<file path="src/rtl/ram_port_arbiter.sv">
// ram_port_arbiter: shares RAM port A between two requesters after a one-shot init write.
// Memory-side outputs are registered; reads return tagged data two cycles after grant.
`default_nettype none

module ram_port_arbiter #(
    parameter int DATA_W    = 32,
    parameter int ADDR_W    = 10,
    parameter int INIT_ADDR = 1022,
    parameter int MODE      = 0,
    parameter int MAX_WAIT  = 4
) (
    input  logic              clk,
    input  logic              rst,
    input  logic [DATA_W-1:0] init_data,
    input  logic              req0,
    input  logic              we0,
    input  logic [ADDR_W-1:0] addr0,
    input  logic [DATA_W-1:0] wdata0,
    output logic              gnt0,
    output logic              rvalid0,
    input  logic              req1,
    input  logic              we1,
    input  logic [ADDR_W-1:0] addr1,
    input  logic [DATA_W-1:0] wdata1,
    output logic              gnt1,
    output logic              rvalid1,
    output logic [DATA_W-1:0] rdata,
    output logic              busy,
    output logic              mem_we,
    output logic [ADDR_W-1:0] mem_addr,
    output logic [DATA_W-1:0] mem_din,
    input  logic [DATA_W-1:0] mem_dout
);

    localparam int WAIT_W = (MAX_WAIT > 0) ? $clog2(MAX_WAIT + 1) : 1;
    localparam logic [WAIT_W-1:0] C_WAIT_MAX = WAIT_W'(MAX_WAIT);
    localparam logic [ADDR_W-1:0] C_INIT_ADDR = ADDR_W'(INIT_ADDR);

    typedef enum logic [0:0] {
        S_INIT = 1'b0,
        S_RUN  = 1'b1
    } state_t;

    state_t r_state;
    state_t w_state_nxt;
    logic   w_run;
    logic   w_pick1;
    logic   r_tag1_v, r_tag1_p;
    logic   r_tag2_v, r_tag2_p;

    always_ff @(posedge clk) begin
        if (rst) begin
            r_state <= S_INIT;
        end else begin
            r_state <= w_state_nxt;
        end
    end

    always_comb begin
        w_state_nxt = r_state;
        if (r_state == S_INIT) begin
            w_state_nxt = S_RUN;
        end
    end

    assign w_run = (r_state == S_RUN) && !rst;
    assign busy  = (r_state == S_INIT);

    // w_pick1: port 1 would win given the current requests; port 0 takes any leftover.
    generate
        if (MODE == 0) begin : g_fixed
            logic [WAIT_W-1:0] r_wait1;
            logic              w_force1;

            assign w_force1 = (MAX_WAIT > 0) && (r_wait1 == C_WAIT_MAX);
            assign w_pick1  = req1 && (!req0 || w_force1);

            always_ff @(posedge clk) begin
                if (rst) begin
                    r_wait1 <= '0;
                end else if (!req1 || gnt1) begin
                    r_wait1 <= '0;
                end else if (r_wait1 != C_WAIT_MAX) begin
                    r_wait1 <= r_wait1 + 1'b1;
                end
            end
        end else begin : g_rr
            logic r_last1;

            assign w_pick1 = req1 && (!req0 || !r_last1);

            always_ff @(posedge clk) begin
                if (rst) begin
                    r_last1 <= 1'b1;
                end else if (gnt0 || gnt1) begin
                    r_last1 <= gnt1;
                end
            end
        end
    endgenerate

    assign gnt1 = w_run && w_pick1;
    assign gnt0 = w_run && req0 && !w_pick1;

    always_ff @(posedge clk) begin
        if (rst) begin
            mem_we   <= 1'b0;
            mem_addr <= '0;
            mem_din  <= '0;
        end else if (r_state == S_INIT) begin
            mem_we   <= 1'b1;
            mem_addr <= C_INIT_ADDR;
            mem_din  <= init_data;
        end else if (gnt0) begin
            mem_we   <= we0;
            mem_addr <= addr0;
            mem_din  <= wdata0;
        end else if (gnt1) begin
            mem_we   <= we1;
            mem_addr <= addr1;
            mem_din  <= wdata1;
        end else begin
            mem_we <= 1'b0;
        end
    end

    // Read tag follows the RAM's one-cycle latency behind the registered address.
    always_ff @(posedge clk) begin
        if (rst) begin
            r_tag1_v <= 1'b0;
            r_tag1_p <= 1'b0;
            r_tag2_v <= 1'b0;
            r_tag2_p <= 1'b0;
        end else begin
            r_tag1_v <= (gnt0 && !we0) || (gnt1 && !we1);
            r_tag1_p <= gnt1;
            r_tag2_v <= r_tag1_v;
            r_tag2_p <= r_tag1_p;
        end
    end

    assign rvalid0 = r_tag2_v && !r_tag2_p;
    assign rvalid1 = r_tag2_v && r_tag2_p;
    assign rdata   = mem_dout;

endmodule

`default_nettype wire

</file>
<file path="config.mk">
export PLATFORM = sky130hd
export DESIGN_NAME = ram_port_arbiter
export DESIGN_NICKNAME = d
export VERILOG_FILES = /design/src/rtl/ram_port_arbiter.sv
export SDC_FILE = /design/constraint.sdc
export NUM_CORES = 1
export LEC_CHECK = 0
export CAP_MARGIN = 25
export CORE_ASPECT_RATIO = 0.6
export CORE_MARGIN = 3
export CORE_UTILIZATION = 35
export DETAILED_ROUTE_END_ITERATION = 6
export GPL_TIMING_DRIVEN = 0
export PLACE_DENSITY = 0.88
export SLEW_MARGIN = 20
export SYNTH_ARGS = -nofsm -noshare
export SYNTH_HDL_FRONTEND = slang
export SYNTH_SLANG_ARGS = --single-unit
export TNS_END_PERCENT = 20
</file>
<file path="constraint.sdc">
create_clock -name clk -period 2.4 [get_ports clk]
set_input_delay 0.48 -clock clk [delete_from_list [all_inputs] [get_ports clk]]
set_output_delay 0.48 -clock clk [all_outputs]
set_load 0.02 [all_outputs]
</file>
**After elaboration in Yosys (flattened, before gate mapping)**

Index checks and enable logic that the tools add are counted.

- Input bits: 154
- Register bits after elaboration: 51

- Add/subtract/negate cells: 1
- Reduce and logical (&&, ||, !) cells: 22
- Equal/unequal tests: 3
- Multiplexer cells: 10
- Bitwise operators: 1

Operator list:

| operator | count |
|---|---|
| two-way mux 32 bit | 3 |
| two-way mux 10 bit | 3 |
| logical AND 1 bit | 9 |
| zero test 1 bit | 7 |
| != test 3 bit, second input constant | 2 |
| two-way mux 1 bit | 4 |
| OR reduction 2 bit | 2 |
| adder 3 x 1 -> 3 bit, second input constant | 1 |
| == test 3 bit, second input constant | 1 |
| logical OR 1 bit | 3 |
| nonzero test 2 bit | 1 |
| NOT 1 bit | 1 |

**Longest topological paths before layout**

- Word-level depth: 7
- Mapped depth: 7
- Gate-level depth less buffers: 6

**Worst setup path after synthesis**

No wires, ideal clock.

- Path kind: reg-to-output
- From: register g_fixed.r_wait1[0]
- To: output gnt0
- Arrival time: 1.209 ns
- Stages on the path, launching flop included: 6
- Setup slack: 0.711 ns
- Buffers on the path: 1
- Path through: dfxtp_1 > inv_1 > ha_1 > and3_4 > nor2_4 > clkbuf_8

- Longest elaborated chain between the ends: 5

RTL lines:

| what | line | text |
|---|---|---|
| from (decl) | 72 | `logic [WAIT_W-1:0] r_wait1;` |
| from (signal assigned) | 84 | `r_wait1 <= r_wait1 + 1'b1;` |
| == test 3 bit | 75 | `assign w_force1 = (MAX_WAIT > 0) && (r_wait1 == C_WAIT_MAX);` |
| logical OR 1 bit | 76 | `assign w_pick1 = req1 && (!req0 \|\| w_force1);` |
| logical AND 1 bit | 76 |  |
| zero test 1 bit | 103 | `assign gnt0 = w_run && req0 && !w_pick1;` |
| logical AND 1 bit | 103 |  |
| to (decl) | 19 | `output logic gnt0,` |

Every way passes these cells.

**Worst setup path after layout**

Ends and elaborated chain as after synthesis.

==> flow_summary.ini <==
[synth]
synth_xor_area_share_pct = 0.323
synthAdderAreaFrac_pct = 0.923
ys_seq_elements = 51
ys_seq_area_share_pct = 37.6
avgSynthCellArea_um2 = 9.59
synthSimpleGateAreaFrac_pct = 12.9
yosys-top-cells-area = dfxtp_1 38%, a221o_1 12%, mux2i_1 12%
synth_area_leader_cell = dfxtp_1
yosysTopAreaCellShare_pct = 37.6
muxShareOfSynthArea_pct = 11.8
ys_types = 35
synth_top_family_by_area = compound AO/OA/AOI/OAI gates
synth_compound_area_share_pct = 20.3
yosysWarnings = 0
synth_cells = 283
netlist_area_mm2 = 0.00271
syn_nets = 439

[pwr]
power_frac_seq_pct = 38.3
finalPower_w = 0.00247
p_clk_share_pct = 30.4
net-switching-power_w = 0.000656
vdd_drop_max_mv = 0.270
switching_share_pct = 26.6
intPower_w = 0.00181
power_density_mw_per_mm2 = 492
power.static_leakage_nw = 2.02
combPwrFrac_pct = 31.3

[global_route]
antenna_found_initial = 0
grt_max_degree = 15
grt_pass1_vias = 3036
grt_pass1_wl_mm = 15.6
gr-total-overflow = 0
grt_use_total_pct = 22.1

[floorplanning]
die_area_mm2 = 0.00888
initial_core_util_pct = 36.7
die_h_um = 74.2
rows = 24
die_x_um = 120
ios = 234
coreArea_mm2 = 0.00739

[finish]
regArea_mm2 = 0.00102
n_antenna_cell = 0
syn2layout_area_growth_pct = 84.8
fill_cells = 596
multiInputGateArea_mm2 = 0.00125
drive_gt1_share_pct = 13.6
nNetsFinal = 647

[worst_setup_path]
cp_max_fo = 10
cp_slowest_cell = dfxtp_1
crit_type = reg -> out
endpoint_kind = primary output
crit_chain = inv_1 > ha_1 > and3_4 > nor2_4 > clkbuf_8 > clkdlybuf4s15_1
setup.worst_path.start_class = flip-flop
critPathMaxStageDelay_ns = 0.37
required_ns = 1.92
worstPathArrival_ns = 1.84

[detailed_routing]
drc = 0
wl_per_cell_um = 17.6
via_count = 3087
dr.pass1.iters = 5
routed_wl_mm = 10.5
via_per_inst = 5.18
drtIter0Drc = 197
ant_nets = 0

[cts]
h-tree-depth = 2
path_clk_slew_ns = 0.07
cts_tree = done
clock_sinks = 51
clockBufferDepth = 2
cts_made_buffers = 5
clk_latency_ns = 0.29
cts-root-buf = clkbuf_16

[run_status]
status = finished, final reports clean

[sta]
rsz0062_at_grt = false
slew_headroom_pct = 64.3
max_freq_mhz = 432
skew_ns = 0.00408
slew_violations = 0
holdWs_ns = 0.445
worst_pin_slew_ns = 0.536
period_minus_slack_ns = 2.32
min_period_over_period_pct = 96.5
hold_viol = 0
finalSetupViolCount = 0

[placed_design]
hpwl_mm = 8.34
globalplace.congestion = 0.779
portBuffers = 199

[run]
cap_violations = 0

[min_path]
hold_class = reg -> reg
-- metal layers --
metal | up-vias | GRT usage, % | routed length, µm
li1 | 1458 | - | -
met1 | 1469 | 28.6 | 4460
met2 | 151 | 37.3 | 5120
met3 | 9 | 6.38 | 828
met4 | 0 | 5.20 | 111
met5 | - | 0 | 0
-- repair_timing --
item                                    in CTS  in global routing
resized for setup                            5                  2
setup buffers                                1                  1
hold buffers                                 0                  0
endpoints found under the setup margin       2                  3
pin swaps                                    1                  0
-- power by group through the flow --
stage / Sequential [W] / Combinational (W) / Clock [W]
floorplan: 0.00103 / 0.000268 / 0
global placement: 0.000959 / 0.000755 / 0
detailed placement: 0.000963 / 0.000769 / 0
CTS: 0.000944 / 0.000774 / 0.000774
global route: 0.000950 / 0.000817 / 0.000803
finish: 0.000945 / 0.000772 / 0.000750
-- logic make-up after synthesis --
logic type / after synthesis
compound gates: 70
buf+inv: 65
simple gates: 62
flops: 51
mux: 32
fa+ha+maj: 2
xor+xnor: 1
-- Yosys cell counts --
cell type / number
nand3_2: 1
a211o_1: 1
dfxtp_1: 51
and3_4: 1
nand2_1: 3
and2b_4: 1
xnor2_1: 1
clkbuf_1: 6
nand4_1: 10
clkinv_1: 1
buf_4: 36
and2_1: 1
nand3_1: 3
nor2b_1: 3
o21a_1: 2
inv_2: 1
inv_1: 5
buf_1: 1
o32ai_1: 1
a221o_1: 32
a21oi_1: 2
o21ai_0: 19
nor3_1: 33
or3b_1: 1
nand3b_1: 1
a31oi_1: 11
mux2i_1: 32
a21bo_4: 1
o31ai_1: 1
buf_6: 5
clkbuf_8: 1
nor2_1: 3
ha_1: 2
nor2_4: 1
buf_2: 9
-- cell usage in the layout (no fill, tap or decap), drive strengths merged, types with 2 or more instances in the layout --
cell type,count
ha,2
mux2i,32
nor2b,3
clkdlybuf4s50,197
inv,6
nand4,10
o21a,2
clkbuf,16
a221o,32
nand2,3
dfxtp,51
clkdlybuf4s15,2
a21oi,2
o21ai,19
nand3,4
nor2,4
a31oi,11
nor3,33
buf,52
-- worst max-delay path, delay by kind of cell (launching register included) --
family	cells	cell delay, ns
buf+inv	3	0.55
flops	1	0.37
simple gates	2	0.35
fa+ha+maj	1	0.28
-- path summary, 6_finish.rpt --
check                           slack (ns)  cells past startpoint                            start                       end
worst max-delay path                  0.08                      6  g_fixed.r_wait1[0]$_SDFFE_PP0N_                      gnt0
worst min-delay path                  0.45                      1              r_tag1_v$_SDFF_PP0_       r_tag2_v$_SDFF_PP0_
worst max register to register        0.57                      8  g_fixed.r_wait1[0]$_SDFFE_PP0N_  mem_din[12]$_SDFFE_PP0P_
worst min register to register        0.45                      1              r_tag1_v$_SDFF_PP0_       r_tag2_v$_SDFF_PP0_
-- final cells by class --
cell class | instances | share of cell area [%]
plain buffers | 58 | 8.26
clock buffers | 8 | 3.12
well taps | 104 | 2.60
inverters | 7 | 0.574
flip-flops and latches | 51 | 20.4
repair buffers | 201 | 40.1
multi-input cells | 167 | 25.0
-- through the flow --
stage / instance area [µm²] / std cells / setup WS, ns / TNS, ns / util, %
final: 5010 / 596 / 0.0828 / 0 / 67.9
after global routing: 5010 / 596 / 0.00983 / 0 / 67.9
after CTS: 5000 / 595 / 0.0294 / 0 / 67.7
after detailed placement: 4830 / 586 / -0.349 / -0.681 / 65.4
after global placement: 4830 / 586 / -0.369 / -0.728 / 65.4
after floorplan: 2710 / 283 / 0.711 / 0 / -
-- registers in the layout (all words and copies together) (netlist names) --
| name | cells |
|---|---|
| mem_din | 32 |
| r_tag2_v | 1 |
| r_tag2_p | 1 |
| r_tag1_v | 1 |
| g_fixed.r_wait1 | 3 |
| r_state | 1 |
| mem_addr | 10 |
| r_tag1_p | 1 |
| mem_we | 1 |
No activity file was read; power rests on OpenSTA's default activity.
